`src/rtl/mem_stage_pkg.sv`:
```
// Shared definitions for the memory-access stage: op codes, exception codes,
// bus direction encoding and the bus FSM state type.
package mem_stage_pkg;

   localparam logic [1:0] MEM_OP_NOP = 2'd0;
   localparam logic [1:0] MEM_OP_LDW = 2'd1;
   localparam logic [1:0] MEM_OP_STW = 2'd2;

   localparam logic [2:0] EXP_NO         = 3'h0;
   localparam logic [2:0] EXP_MISS_ALIGN = 3'h4;

   localparam logic BUS_RW_READ  = 1'b1;
   localparam logic BUS_RW_WRITE = 1'b0;

   typedef enum logic [1:0] {
      BUS_IDLE   = 2'd0,
      BUS_REQ    = 2'd1,
      BUS_ACCESS = 2'd2,
      BUS_STALL  = 2'd3
   } bus_state_t;

   // Op code 3 is reserved and behaves like a NOP.
   function automatic logic is_mem_access(input logic [1:0] op);
      case (op)
         MEM_OP_LDW, MEM_OP_STW: return 1'b1;
         MEM_OP_NOP:             return 1'b0;
         default:                return 1'b0;
      endcase
   endfunction

endpackage

```
`src/rtl/mem_stage_bus_if.sv`:
```
// Bus master for the memory stage: req/grant/strobe/ready handshake, read
// buffer, busy generation and the load-data forwarding mux.
module bus_if
   import mem_stage_pkg::*;
(
   input  logic        clk,
   input  logic        reset,
   input  logic        stall,
   input  logic        access,
   input  logic        is_load,
   input  logic [29:0] addr,
   input  logic [31:0] wr_data,
   input  logic [31:0] ex_out,
   output logic [31:0] fwd_data,
   output logic        busy,
   output logic        bus_req_,
   input  logic        bus_grnt_,
   output logic [29:0] bus_addr,
   output logic        bus_as_,
   output logic        bus_rw,
   output logic [31:0] bus_wr_data,
   input  logic [31:0] bus_rd_data,
   input  logic        bus_rdy_
);

   bus_state_t  state, state_nxt;
   logic [31:0] rd_buf;
   logic        rd_buf_we;

   // NOTE: sequential state uses non-blocking assignments so every register
   // samples pre-edge values regardless of process ordering.
   always_ff @(posedge clk or negedge reset) begin
      if (!reset) begin
         state  <= BUS_IDLE;
         rd_buf <= '0;
      end else begin
         state <= state_nxt;
         if (rd_buf_we) rd_buf <= bus_rd_data;
      end
   end

   // NOTE: every output gets a default before the case so no path leaves a
   // signal unassigned, which would otherwise infer a latch.
   always_comb begin
      state_nxt   = state;
      busy        = 1'b0;
      bus_req_    = 1'b1;
      bus_as_     = 1'b1;
      bus_rw      = BUS_RW_READ;
      bus_addr    = '0;
      bus_wr_data = '0;
      rd_buf_we   = 1'b0;
      fwd_data    = ex_out;
      case (state)
         BUS_IDLE: begin
            // Gated by reset so an asserted reset releases the bus at once.
            if (access && reset) begin
               bus_req_  = 1'b0;
               busy      = 1'b1;
               state_nxt = BUS_REQ;
            end
         end
         BUS_REQ: begin
            bus_req_ = 1'b0;
            busy     = 1'b1;
            if (!bus_grnt_) begin
               bus_as_     = 1'b0;
               bus_addr    = addr;
               bus_rw      = is_load ? BUS_RW_READ : BUS_RW_WRITE;
               bus_wr_data = wr_data;
               state_nxt   = BUS_ACCESS;
            end
         end
         BUS_ACCESS: begin
            if (bus_rdy_) begin
               bus_req_ = 1'b0;
               busy     = 1'b1;
            end else begin
               rd_buf_we = 1'b1;
               if (is_load) fwd_data = bus_rd_data;
               state_nxt = stall ? BUS_STALL : BUS_IDLE;
            end
         end
         BUS_STALL: begin
            fwd_data = rd_buf;
            if (!stall) state_nxt = BUS_IDLE;
         end
         default: state_nxt = BUS_IDLE;
      endcase
   end

endmodule

```
`src/rtl/mem_stage.sv`:
```
// Memory-access pipeline stage: alignment check, bus access through bus_if,
// and the MEM/WB output register.
module mem_stage
   import mem_stage_pkg::*;
(
   input  logic        clk,
   input  logic        reset,
   input  logic        stall,
   input  logic        flush,
   output logic        busy,
   input  logic [29:0] ex_pc,
   input  logic        ex_en,
   input  logic        ex_br_flag,
   input  logic [1:0]  ex_mem_op,
   input  logic [31:0] ex_mem_wr_data,
   input  logic [1:0]  ex_ctrl_op,
   input  logic [4:0]  ex_dst_addr,
   input  logic        ex_gpr_we_,
   input  logic [2:0]  ex_exp_code,
   input  logic [31:0] ex_out,
   output logic [31:0] fwd_data,
   output logic [29:0] mem_pc,
   output logic        mem_en,
   output logic        mem_br_flag,
   output logic [1:0]  mem_ctrl_op,
   output logic [4:0]  mem_dst_addr,
   output logic        mem_gpr_we_,
   output logic [2:0]  mem_exp_code,
   output logic [31:0] mem_out,
   output logic        bus_req_,
   input  logic        bus_grnt_,
   output logic [29:0] bus_addr,
   output logic        bus_as_,
   output logic        bus_rw,
   output logic [31:0] bus_wr_data,
   input  logic [31:0] bus_rd_data,
   input  logic        bus_rdy_
);

   logic miss_align;
   logic access;
   logic is_load;

   assign miss_align = is_mem_access(ex_mem_op) && (ex_out[1:0] != 2'b00);
   assign access     = ex_en && is_mem_access(ex_mem_op) && !miss_align && !flush;
   assign is_load    = (ex_mem_op == MEM_OP_LDW);

   bus_if u_bus_if (
      .clk         (clk),
      .reset       (reset),
      .stall       (stall),
      .access      (access),
      .is_load     (is_load),
      .addr        (ex_out[31:2]),
      .wr_data     (ex_mem_wr_data),
      .ex_out      (ex_out),
      .fwd_data    (fwd_data),
      .busy        (busy),
      .bus_req_    (bus_req_),
      .bus_grnt_   (bus_grnt_),
      .bus_addr    (bus_addr),
      .bus_as_     (bus_as_),
      .bus_rw      (bus_rw),
      .bus_wr_data (bus_wr_data),
      .bus_rd_data (bus_rd_data),
      .bus_rdy_    (bus_rdy_)
   );

   always_ff @(posedge clk or negedge reset) begin
      if (!reset) begin
         mem_pc       <= '0;
         mem_en       <= 1'b0;
         mem_br_flag  <= 1'b0;
         mem_ctrl_op  <= '0;
         mem_dst_addr <= '0;
         mem_gpr_we_  <= 1'b1;
         mem_exp_code <= EXP_NO;
         mem_out      <= '0;
      end else if (!stall) begin
         if (flush) begin
            mem_pc       <= '0;
            mem_en       <= 1'b0;
            mem_br_flag  <= 1'b0;
            mem_ctrl_op  <= '0;
            mem_dst_addr <= '0;
            mem_gpr_we_  <= 1'b1;
            mem_exp_code <= EXP_NO;
            mem_out      <= '0;
         end else if (miss_align) begin
            // Misaligned access becomes an exception with no side effects.
            mem_pc       <= ex_pc;
            mem_en       <= ex_en;
            mem_br_flag  <= ex_br_flag;
            mem_ctrl_op  <= '0;
            mem_dst_addr <= ex_dst_addr;
            mem_gpr_we_  <= 1'b1;
            mem_exp_code <= EXP_MISS_ALIGN;
            mem_out      <= '0;
         end else begin
            mem_pc       <= ex_pc;
            mem_en       <= ex_en;
            mem_br_flag  <= ex_br_flag;
            mem_ctrl_op  <= ex_ctrl_op;
            mem_dst_addr <= ex_dst_addr;
            mem_gpr_we_  <= ex_gpr_we_;
            mem_exp_code <= ex_exp_code;
            mem_out      <= fwd_data;
         end
      end
   end

endmodule

```
`config.mk`:
```
export PLATFORM = sky130hd
export DESIGN_NAME = mem_stage
export DESIGN_NICKNAME = d
export VERILOG_FILES = /design/src/rtl/mem_stage_pkg.sv /design/src/rtl/mem_stage_bus_if.sv /design/src/rtl/mem_stage.sv
export SDC_FILE = /design/constraint.sdc
export NUM_CORES = 1
export LEC_CHECK = 0
export CAP_MARGIN = 20
export CORE_ASPECT_RATIO = 0.8
export CORE_MARGIN = 2
export CORE_UTILIZATION = 39
export DETAILED_ROUTE_END_ITERATION = 6
export PLACE_DENSITY = 0.94
export SYNTH_ARGS = -nofsm -noshare
export SYNTH_HDL_FRONTEND = slang
export SYNTH_HIERARCHICAL = 1
export SYNTH_SLANG_ARGS = --single-unit
```
`constraint.sdc`:
```
create_clock -name clk -period 2.1 [get_ports clk]
set_input_delay 0.315 -clock clk [delete_from_list [all_inputs] [get_ports clk]]
set_output_delay 0.315 -clock clk [all_outputs]
set_load 0.01 [all_outputs]
```
==> results of run 1 <==
==> layout make-up <==
type / instances / area, sq um / share of cell area
Clock inverter: 6 / 62.6 / 0.00650
Timing Repair Buffer: 360 / 3380 / 0.351
Tap cell: 184 / 230 / 0.0239
Multi-Input combinational cell: 358 / 2960 / 0.307
Sequential cell: 109 / 2730 / 0.284
Clock buffer: 10 / 239 / 0.0248
Inverter: 6 / 25.0 / 0.00260
==> cell families (layout without fill, tap and decap cells) <==
group / count (synthesis) / after routing / synth area share
simple gates: 179 / 179 / 0.187
compound gates: 146 / 146 / 0.200
flops: 109 / 109 / 0.488
buf+inv: 57 / 382 / 0.0588
mux: 32 / 32 / 0.0644
fa+ha+maj: 1 / 1 / 0.00224
==> through the flow <==
stage	setup slack (ns)	cells
6_report	0.0384	1033
5_1_grt	-0.0167	1033
4_1_cts	-0.108	1033
3_5_place_dp	-0.819	1006
3_3_place_gp	-0.816	1006
2_1_floorplan	0.433	524
==> placed cells by master (no fill, tap or decap), types with 2 or more instances in the layout <==
cell | Yosys | routed
nand2b_4 | 0 | 2
dlygate4sd2_1 | 0 | 39
mux2_1 | 2 | 2
o22ai_2 | 0 | 16
or2_2 | 32 | 27
a2bb2oi_1 | 33 | 8
a32o_1 | 37 | 37
inv_6 | 0 | 2
buf_2 | 18 | 30
and2_1 | 62 | 62
dfrtp_2 | 0 | 2
buf_4 | 5 | 23
a2bb2oi_4 | 0 | 3
inv_1 | 5 | 4
dlymetal6s2s_1 | 0 | 2
nand2b_1 | 39 | 37
a2bb2oi_2 | 0 | 22
nand2_1 | 39 | 38
clkdlybuf4s15_1 | 0 | 8
clkbuf_16 | 0 | 10
dfrtp_1 | 108 | 106
o21ai_0 | 36 | 36
clkinv_4 | 0 | 2
o22ai_4 | 0 | 5
mux2_2 | 30 | 30
clkdlybuf4s50_1 | 0 | 214
buf_12 | 0 | 8
buf_6 | 9 | 12
o22ai_1 | 32 | 11
clkbuf_2 | 5 | 21
or2_4 | 0 | 5
==> registers in the layout, indices dropped and copies added, names as in the netlist <==
register and cells:
u_bus_if/rd_buf 32, mem_br_flag 1, mem_gpr_we_ 1, mem_en 1
mem_ctrl_op 2, mem_out 32, mem_exp_code 3, mem_dst_addr 5
u_bus_if/state 2, mem_pc 30
==> repair_timing <==
action / CTS / global route
gates cloned: 1 / 1
setup buffers: 10 / 2
pin swaps: 10 / 10
setup endpoints to repair: 98 / 55
resized for setup: 282 / 66
==> layer usage <==
layer | global-route usage | vias up
met3 | 0.0869 | 42
met2 | 0.476 | 269
met5 | 0 | -
met4 | 0.0905 | 0
met1 | 0.309 | 2731
li1 | - | 2516
==> worst register-to-register path: stages, from the launching register on <==
cell and delay, ns:
dfrtp_2 0.39, buf_4 0.12, buf_4 0.31, nor3b_4 0.28
buf_12 0.25, mux2_2 0.37
==> worst paths after layout <==
path                                              endpoint  slack, ns  cells past startpoint
max in group asynchronous          mem_out[31]$_DFFE_PN0N_       1.54                      2
min reg2reg                          mem_pc[6]$_DFFE_PN0N_       0.48                      2
min                        u_bus_if/rd_buf[14]$_DFFE_PN0P_       0.07                      2
max reg2reg                u_bus_if/rd_buf[30]$_DFFE_PN0P_       0.26                      5
min in group clk             u_bus_if/state[0]$_DFFE_PN0P_       0.43                      4
max                                            fwd_data[0]       0.04                      5
==> report_power, final <==
part           switching, mW  total (mW)  leakage (nW)  internal, mW
registers              0.360        2.96          1.38          2.60
logic                   1.98        4.28          2.66          2.29
clock network          0.856        1.73         0.148         0.871
==> flow_summary.json, run 1 <==
{
  "synth_top_flop_cell": "dfrtp_1",
  "min_period_ns": 2.06,
  "end_kind": "output port",
  "hp-class": "input pin to asynchronous set/reset pin",
  "cts_root_buf": "clkbuf_16",
  "criticalPathCategory": "register to output port",
  "dpl.hpwl_microns": 14900,
  "top_layer": "met4",
  "drt-met1-wl_microns": 7710,
  "yosys.cell_count.top_type": "dfrtp_1",
  "grt_pass1_vias": 5560,
  "r2r_start": "u_bus_if/state[1]$_DFFE_PN0P_",
  "grt_start_max_net_pins": 116,
  "ys_warn_count": 6,
  "rows": 39,
  "fin_total_pwr_mw": 8.97,
  "ant_nets": 0,
  "utilization": 0.680,
  "synth-edff-count": 0,
  "cp_max_fo": 20,
  "ios": 320,
  "filler_cell_count": 1041,
  "synth_common_cells": "dfrtp_1 (108), and2_1 (62), nand2_1 (39), nand2b_1 (39), a32o_1 (37)",
  "yosysSeqAreaShare": 0.488,
  "grt_pass1_wl_microns": 31500,
  "finalWirelength_microns": 21200,
  "p_leak_nw": 4.19,
  "clk_latency_ns": 0.35,
  "cts_hold_buf": 0,
  "ys_ff_latch": 109,
  "timing.slew.headroom": 0.303,
  "finalCritPeriodShare": 0.982,
  "async_flop_share": 1.00,
  "cts_buffers": 9,
  "setup-tns-final_ns": 0,
  "area_growth_pct": 72.1,
  "cp_data_required_time_ns": 1.78,
  "syn_area_sq_um": 5590,
  "cp.buffers_inverters": 2,
  "die_w_microns": 138,
  "critical_path.startpoint": "u_bus_if/state[0]$_DFFE_PN0P_",
  "drc": 0,
  "antenna_cells": 0,
  "clock_skew_ns": 0.0105,
  "worst_pin_slew_ns": 1.04,
  "die_y_microns": 111,
  "clkSinkCount": 109,
  "ys_types": 36,
  "cts_buffer_depth": 2,
  "yosysTopAreaCell": "dfrtp_1",
  "vias": 5558,
  "critPathTopFamily": "flip-flops",
  "synth_top_cells_by_area": "dfrtp_1 (48%), and2_1 (6.9%), a32o_1 (6.6%), mux2_2 (6.0%), a2bb2oi_1 (5.2%)",
  "peakVddDrop_uv": 677,
  "fmax_mhz": 485,
  "cts_max_level": 3,
  "drt_iter0_markers": 348,
  "grt_overflow_total": 0,
  "antenna_found_initial": 0,
  "port-buffer-count": 319,
  "p_per_area_nw_per_um2": 931,
  "critical_path.slowest_cell": "dfrtp_2",
  "post_drt_wl_per_cell_microns": 20.5,
  "die-area_sq_um": 15300,
  "slowest_delay_ns": 0.44,
  "initial_utilization": 0.395,
  "maxCapViolations": 0,
  "status": "completed",
  "syn_nets": 672,
  "drt_pass1_iterations": 5,
  "slew_viol_final": 0,
  "setup_viol": 0,
  "rsz0062_at_grt": "true",
  "placed_area_sq_um": 9020,
  "core_sq_um": 14200,
  "worstSetupStartpointType": "register",
  "fin_nets": 992,
  "arrival_ns": 1.75,
  "cts_tree": "yes",
  "cts.reportedPaths.clkPinSlew_ns": 0.08,
  "crit_chain": "buf_6 -> or2_2 -> o22ai_1 -> a2bb2oi_1 -> buf_2",
  "viasPerCell": 5.38,
  "dr_wl_met2_microns": 10900,
  "post-route-cell-area_sq_um": 9630,
  "finalHoldViolations": 0,
  "routabilityCongestion": 0.839,
  "synth.top_cell.area_share": 0.483,
  "grt_use_total": 0.271,
  "netlist_instances": 524,
  "hold-worst-slack_ns": 0.0681,
  "avgSynthCellArea_sq_um": 10.7,
  "drive_above_1_share": 0.279,
  "met3_wirelength_microns": 1970
}
(Power assumes the default switching activity.)
==> inputs of run 2 (changes only) <==
ABC_AREA = 1   (was not set)
CORE_UTILIZATION = 40   (was 39)
PLACE_DENSITY = 0.93   (was 0.94)
==> run 2 against run 1 <==
Net effect:
- die area up 5.9%
- final area up 2.9%
- register-to-register slack worse by 0.08 ns
- flip-flop and latch count unchanged
- clock-buffer cell count down 1
- sequential share of layout area down 0.80 points
- combinational power down 13%
- global-route usage down 0.97 points
- sequential power down 6%
==> flow_summary.json, run 2 <==
{
  "finalWirelength_microns": 21600,
  "rrSetupSlack_ns": 0.18,
  "vias": 6728,
  "syn_area_sq_um": 6090,
  "post_drt_wl_per_cell_microns": 16.3,
  "cts_hold_buf": 0,
  "finalHoldViolations": 0,
  "yosysTopAreaCell": "dfrtp_1",
  "die-area_sq_um": 16200,
  "multi_input_area_sq_um": 2720,
  "yosys.cell_count.top_type": "nand2_1",
  "fmax_mhz": 494,
  "clk_latency_ns": 0.35,
  "cts_root_buf": "clkbuf_16",
  "clock_skew_ns": 0.0114,
  "filler_cell_count": 1228,
  "syn_nets": 953,
  "cts_max_level": 3,
  "cp_data_required_time_ns": 1.78,
  "end_kind": "output port",
  "antenna_cells": 0,
  "rows": 40,
  "synthAdderAreaFrac": 0.00206,
  "final_cell_mix": "nand2_1 (305), clkdlybuf4s50_1 (217), dfrtp_1 (106), nand3_1 (98), nor2_1 (69)",
  "arrival_ns": 1.71,
  "grt_pass1_vias": 6558,
  "worst_pin_slew_ns": 0.784,
  "cp_max_fo": 10,
  "slew_viol_final": 0,
  "cts_tree": "yes",
  "antenna_found_initial": 0,
  "synth-compound-area-share": 0.104,
  "die_w_microns": 142,
  "synth_simple_gate_area_share": 0.332,
  "clkSinkCount": 109,
  "viasPerCell": 5.07,
  "core_sq_um": 15000,
  "p_per_area_nw_per_um2": 835,
  "layout_commonest_cell": "nand2_1",
  "setup_viol": 0,
  "regToRegEndpoint": "u_bus_if/rd_buf[9]$_DFFE_PN0P_",
  "hold-worst-slack_ns": 0.0374,
  "netlist_instances": 805,
  "drt_iter0_markers": 375,
  "criticalPathCategory": "register to output port",
  "drive_above_1_share": 0.139,
  "grt_start_max_net_pins": 110,
  "status": "completed",
  "drt_pass1_iterations": 7,
  "min_period_ns": 2.02,
  "initial_utilization": 0.407,
  "cts.reportedPaths.clkPinSlew_ns": 0.08,
  "drc": 0,
  "fin_nets": 1280,
  "ys_ff_latch": 109,
  "r2r_start": "u_bus_if/state[1]$_DFFE_PN0P_",
  "peakVddDrop_uv": 427,
  "die_y_microns": 114,
  "synth_common_cells": "nand2_1 (306), dfrtp_1 (108), nand3_1 (103), nor2_1 (71), inv_1 (69)",
  "finalCritPeriodShare": 0.964,
  "dpl.hpwl_microns": 15400,
  "synth_top_cells_by_area": "dfrtp_1 (44%), nand2_1 (19%), nand3_1 (8.5%), a22o_1 (5.2%), nor2_1 (4.4%)",
  "muxShareOfSynthArea": 0,
  "ant_nets": 0,
  "ios": 320,
  "reg.largest.list": "mem_out: 32 flops, u_bus_if/rd_buf: 32 flops, mem_pc: 30 flops",
  "placedCellCount": 1303,
  "grt_pass1_wl_microns": 33400,
  "final_cells": 1326,
  "grt_overflow_total": 0,
  "synth.top_cell.area_share": 0.444,
  "area_growth_pct": 62.8,
  "cts_buffers": 9,
  "seq_area_sq_um": 2730,
  "ys_warn_count": 6,
  "grt_use_total": 0.261,
  "maxCapViolations": 0,
  "rsz0062_at_grt": "true",
  "yosysSeqAreaShare": 0.448,
  "avgSynthCellArea_sq_um": 7.56,
  "synth_top_flop_cell": "dfrtp_1",
  "cts_buffer_depth": 2,
  "hp-class": "input pin to asynchronous set/reset pin",
  "synth-edff-count": 0,
  "timing.slew.headroom": 0.477,
  "synth-xor-area-share": 0,
  "worstSetupStartpointType": "register",
  "reg2reg_depth": 8,
  "ys_types": 26,
  "routabilityCongestion": 0.816,
  "port-buffer-count": 319,
  "utilization": 0.662,
  "async_flop_share": 1.00,
  "synth_top_family_by_area": "simple AND/OR/NAND/NOR gates",
  "p_leak_nw": 5.22
}
-- run 2: cell types whose count changed after synthesis, sizes merged, moves of 14 or more --
cell | before | now
or2 | 32 | 1
nand3 | 0 | 103
a2bb2oi | 33 | 0
and2 | 62 | 0
buf | 35 | 49
inv | 6 | 76
nor2 | 2 | 72
nand2 | 39 | 311
a22o | 1 | 36
mux2 | 32 | 0
a32o | 37 | 0
nand2b | 39 | 0
o22ai | 32 | 0
-- run 2: cell families after synthesis --
| kind of cell | Yosys count |
|---|---|
| compound gates | 76 |
| fa+ha+maj | 1 |
| buf+inv | 131 |
| flops | 109 |
| simple gates | 488 |
-- run 2: worst max-delay path by stage --
stage | from | cells past startpoint | to | slack [ns]
3_5_place_dp | ex_mem_op[1] | 12 | busy | -0.53
2_1_floorplan | ex_mem_op[1] | 11 | busy | 0.40
6_report | u_bus_if/state[0]$_DFFE_PN0P_ | 8 | fwd_data[25] | 0.08
5_1_grt | u_bus_if/state[0]$_DFFE_PN0P_ | 8 | fwd_data[8] | -0.02
4_1_cts | u_bus_if/state[0]$_DFFE_PN0P_ | 8 | fwd_data[22] | -0.009
3_3_place_gp | ex_mem_op[1] | 12 | busy | -0.51
-- run 2: worst max-delay path, stage by stage (launching register included) --
cell             delay [ns]
dfrtp_2                0.41
buf_4                  0.15
inv_4                  0.06
nand2_4                0.07
inv_8                  0.10
buf_4                  0.16
nand3_1                0.11
nand3_2                0.09
clkdlybuf4s15_2        0.23
-- run 2: through the flow --
| stage | area, sq um | total power, mW | setup slack, ns | setup TNS, ns |
|---|---|---|---|---|
| after CTS | 9940 | 8.31 | -0.00926 | -0.00926 |
| after detailed placement | 9610 | 6.61 | -0.525 | -15.03 |
| after global routing | 9910 | 8.77 | -0.0233 | -0.0553 |
| final | 9910 | 8.27 | 0.0765 | 0 |
| after floorplan | 6090 | 4.64 | 0.397 | 0 |
| after global placement | 9610 | 6.50 | -0.514 | -13.53 |
-- run 2: routing by layer --
layer | part of all wire | global-route usage | vias to the layer above
met5 | 0 | 0 | -
met1 | 0.41 | 0.320 | 3221
met3 | 0.067 | 0.0548 | 34
met2 | 0.50 | 0.460 | 284
met4 | 0.022 | 0.0927 | 0
li1 | - | - | 3189
-- run 2: power by group --
part	total, mW	internal (mW)	leakage (nW)	switching, mW
combinational	3.74	1.79	3.66	1.94
clock	1.74	0.857	0.148	0.884
sequential	2.79	2.55	1.41	0.246
total	8.27	5.20	5.22	3.07
-- run 2: repair_timing --
item                       CTS  global route
pin swaps                    6             1
resized for setup          145            49
buffers inserted             4             0
setup endpoints to repair   97            34
gates cloned                 1             2
-- run 2: final cells by class --
type,instances,area share
Inverter,76,0.0313
Clock inverter,7,0.00834
Multi-Input combinational cell,565,0.275
Clock buffer,9,0.0227
Tap cell,189,0.0239
Timing Repair Buffer,371,0.363
Sequential cell,109,0.276
==> inputs of run 3 (changes only) <==
SKIP_LAST_GASP = 1   (was not set)
==> run 3 against run 2 <==
Net effect:
- die area stayed put
- largest power group unchanged
- fmax is 0.55% lower
- global-route usage hardly changed
- via count is 0.58% lower
- sequential share of layout area is 0.098 points higher
- combinational power hardly changed
- final area is 0.35% lower
- wire length hardly changed
- register-to-register slack hardly changed
- setup slack worse by 0.011 ns
- clock skew is 0.00092 ns lower
==> flow_summary.json, run 3 (same netlist as run 2, synthesis figures left out) <==
{
  "fmax_mhz": 491,
  "fin_nets": 1280,
  "die-area_sq_um": 16200,
  "antenna_cells": 0,
  "regToRegEndpoint": "u_bus_if/rd_buf[9]$_DFFE_PN0P_",
  "critical_path.slowest_cell": "dfrtp_2",
  "cp_max_fo": 10,
  "criticalPathCategory": "register to output port",
  "die_y_microns": 114,
  "viasPerCell": 5.04,
  "reg.largest.list": "mem_out: 32 flops, u_bus_if/rd_buf: 32 flops, mem_pc: 30 flops",
  "drt_iter0_markers": 392,
  "p_per_area_nw_per_um2": 835,
  "crit_chain": "buf_4 -> inv_4 -> nand2_4 -> inv_8 -> clkbuf_16 -> nand3_1 -> nand3_1 -> clkdlybuf4s15_1",
  "cts_buffer_depth": 2,
  "peakVddDrop_uv": 424,
  "die_w_microns": 142,
  "end_kind": "output port",
  "dpl.hpwl_microns": 15400,
  "drc": 0,
  "core_sq_um": 15000,
  "status": "completed",
  "drt_pass1_iterations": 5,
  "antenna_found_initial": 0,
  "final_cell_mix": "nand2_1 (305), clkdlybuf4s50_1 (217), dfrtp_1 (106), nand3_1 (101), nor2_1 (69)",
  "clkSinkCount": 109,
  "area_growth_pct": 62.2,
  "timing.slew.headroom": 0.480,
  "cts_buffers": 9,
  "hp-class": "input pin to asynchronous set/reset pin",
  "cts_max_level": 3,
  "reg2reg_depth": 8,
  "routabilityCongestion": 0.816,
  "slew_viol_final": 0,
  "grt_pass1_vias": 6555,
  "setup-tns-final_ns": 0,
  "comb_power_share": 0.451,
  "switching_share": 0.371,
  "cts_tree": "yes",
  "r2r_start": "u_bus_if/state[1]$_DFFE_PN0P_",
  "p_leak_nw": 5.20,
  "arrival_ns": 1.72,
  "cp.buffers_inverters": 5,
  "rrSetupSlack_ns": 0.19,
  "cp_common_cell": "nand3_1",
  "filler_cell_count": 1243,
  "maxCapViolations": 0,
  "slowest_delay_ns": 0.41,
  "min_period_ns": 2.03,
  "power.switching_mw": 3.06,
  "layout_commonest_cell": "nand2_1",
  "initial_utilization": 0.407,
  "finalCritPeriodShare": 0.969,
  "rsz0062_at_grt": "false",
  "placed_area_sq_um": 9610,
  "clk_latency_ns": 0.35,
  "setup_viol": 0,
  "ant_nets": 0,
  "cp_data_required_time_ns": 1.78,
  "worstSetupStartpointType": "register",
  "grt_use_total": 0.262,
  "finalWirelength_microns": 21500,
  "vias": 6689,
  "cts_root_buf": "clkbuf_16",
  "grt_pass1_wl_microns": 33400,
  "power_frac_seq": 0.339,
  "fin_total_pwr_mw": 8.24,
  "p_int_mw": 5.18,
  "grt_overflow_total": 0,
  "rows": 40,
  "port-buffer-count": 319,
  "drive_above_1_share": 0.137,
  "grt_start_max_net_pins": 110,
  "critPathTopFamily": "buffers and inverters",
  "worst_pin_slew_ns": 0.780,
  "post-route-cell-area_sq_um": 9870,
  "ios": 320,
  "cts.reportedPaths.clkPinSlew_ns": 0.08,
  "clockPowerShare": 0.211,
  "finalHoldViolations": 0,
  "post_drt_wl_per_cell_microns": 16.2,
  "clock_skew_ns": 0.0105
}
[run 3: power groups by stage]
stage	logic [mW]	registers [mW]	clock network, mW
after floorplan	1.79	2.84	0
after global placement	3.68	2.82	0
after detailed placement	3.77	2.83	0
after CTS	3.72	2.79	1.78
after global routing	4.03	2.84	1.88
final	3.71	2.79	1.74
[run 3: worst max-delay path by stage]
| stage | start | end | cells past startpoint | slack [ns] |
|---|---|---|---|---|
| 3_5_place_dp | ex_mem_op[1] | busy | 12 | -0.53 |
| 2_1_floorplan | ex_mem_op[1] | busy | 11 | 0.40 |
| 4_1_cts | u_bus_if/state[0]$_DFFE_PN0P_ | fwd_data[22] | 8 | -0.03 |
| 3_3_place_gp | ex_mem_op[1] | busy | 12 | -0.51 |
| 5_1_grt | u_bus_if/state[0]$_DFFE_PN0P_ | fwd_data[7] | 8 | 0.003 |
| 6_report | u_bus_if/state[0]$_DFFE_PN0P_ | fwd_data[7] | 8 | 0.07 |
[run 3: layout make-up]
class	instances	area [sq um]	area share
clock buffer	9	225	0.0228
clock inverter	7	82.6	0.00837
inverter	76	310	0.0314
multi-input combinational	565	2710	0.274
sequential	109	2730	0.277
tap	189	236	0.0240
timing repair buffer	371	3580	0.363
[run 3: what timing repair did]
action                                  CTS  global route
pin swaps                                 6             1
hold buffers                              0             0
endpoints found under the hold margin     0             0
setup buffers                             4             0
gates cloned                              1             2
gates resized for setup                 126            66
endpoints found under the setup margin   97            35
[run 3: metrics by stage]
step	utilization	setup WS (ns)	instances	hold WS [ns]
2_1_floorplan	-	0.397	805	0.0194
3_3_place_gp	0.642	-0.514	1303	0.455
3_5_place_dp	0.642	-0.525	1303	0.458
4_1_cts	0.663	-0.0333	1324	0.111
5_1_grt	0.660	0.00322	1326	0.0728
6_report	0.660	0.0653	1326	0.0307
[run 3: layer usage]
metal	wire length, microns	track usage	up-vias
met1	8710	0.320	3166
met3	1540	0.0552	39
met5	0	0	-
met4	510	0.0927	0
li1	-	-	3189
met2	10800	0.460	295
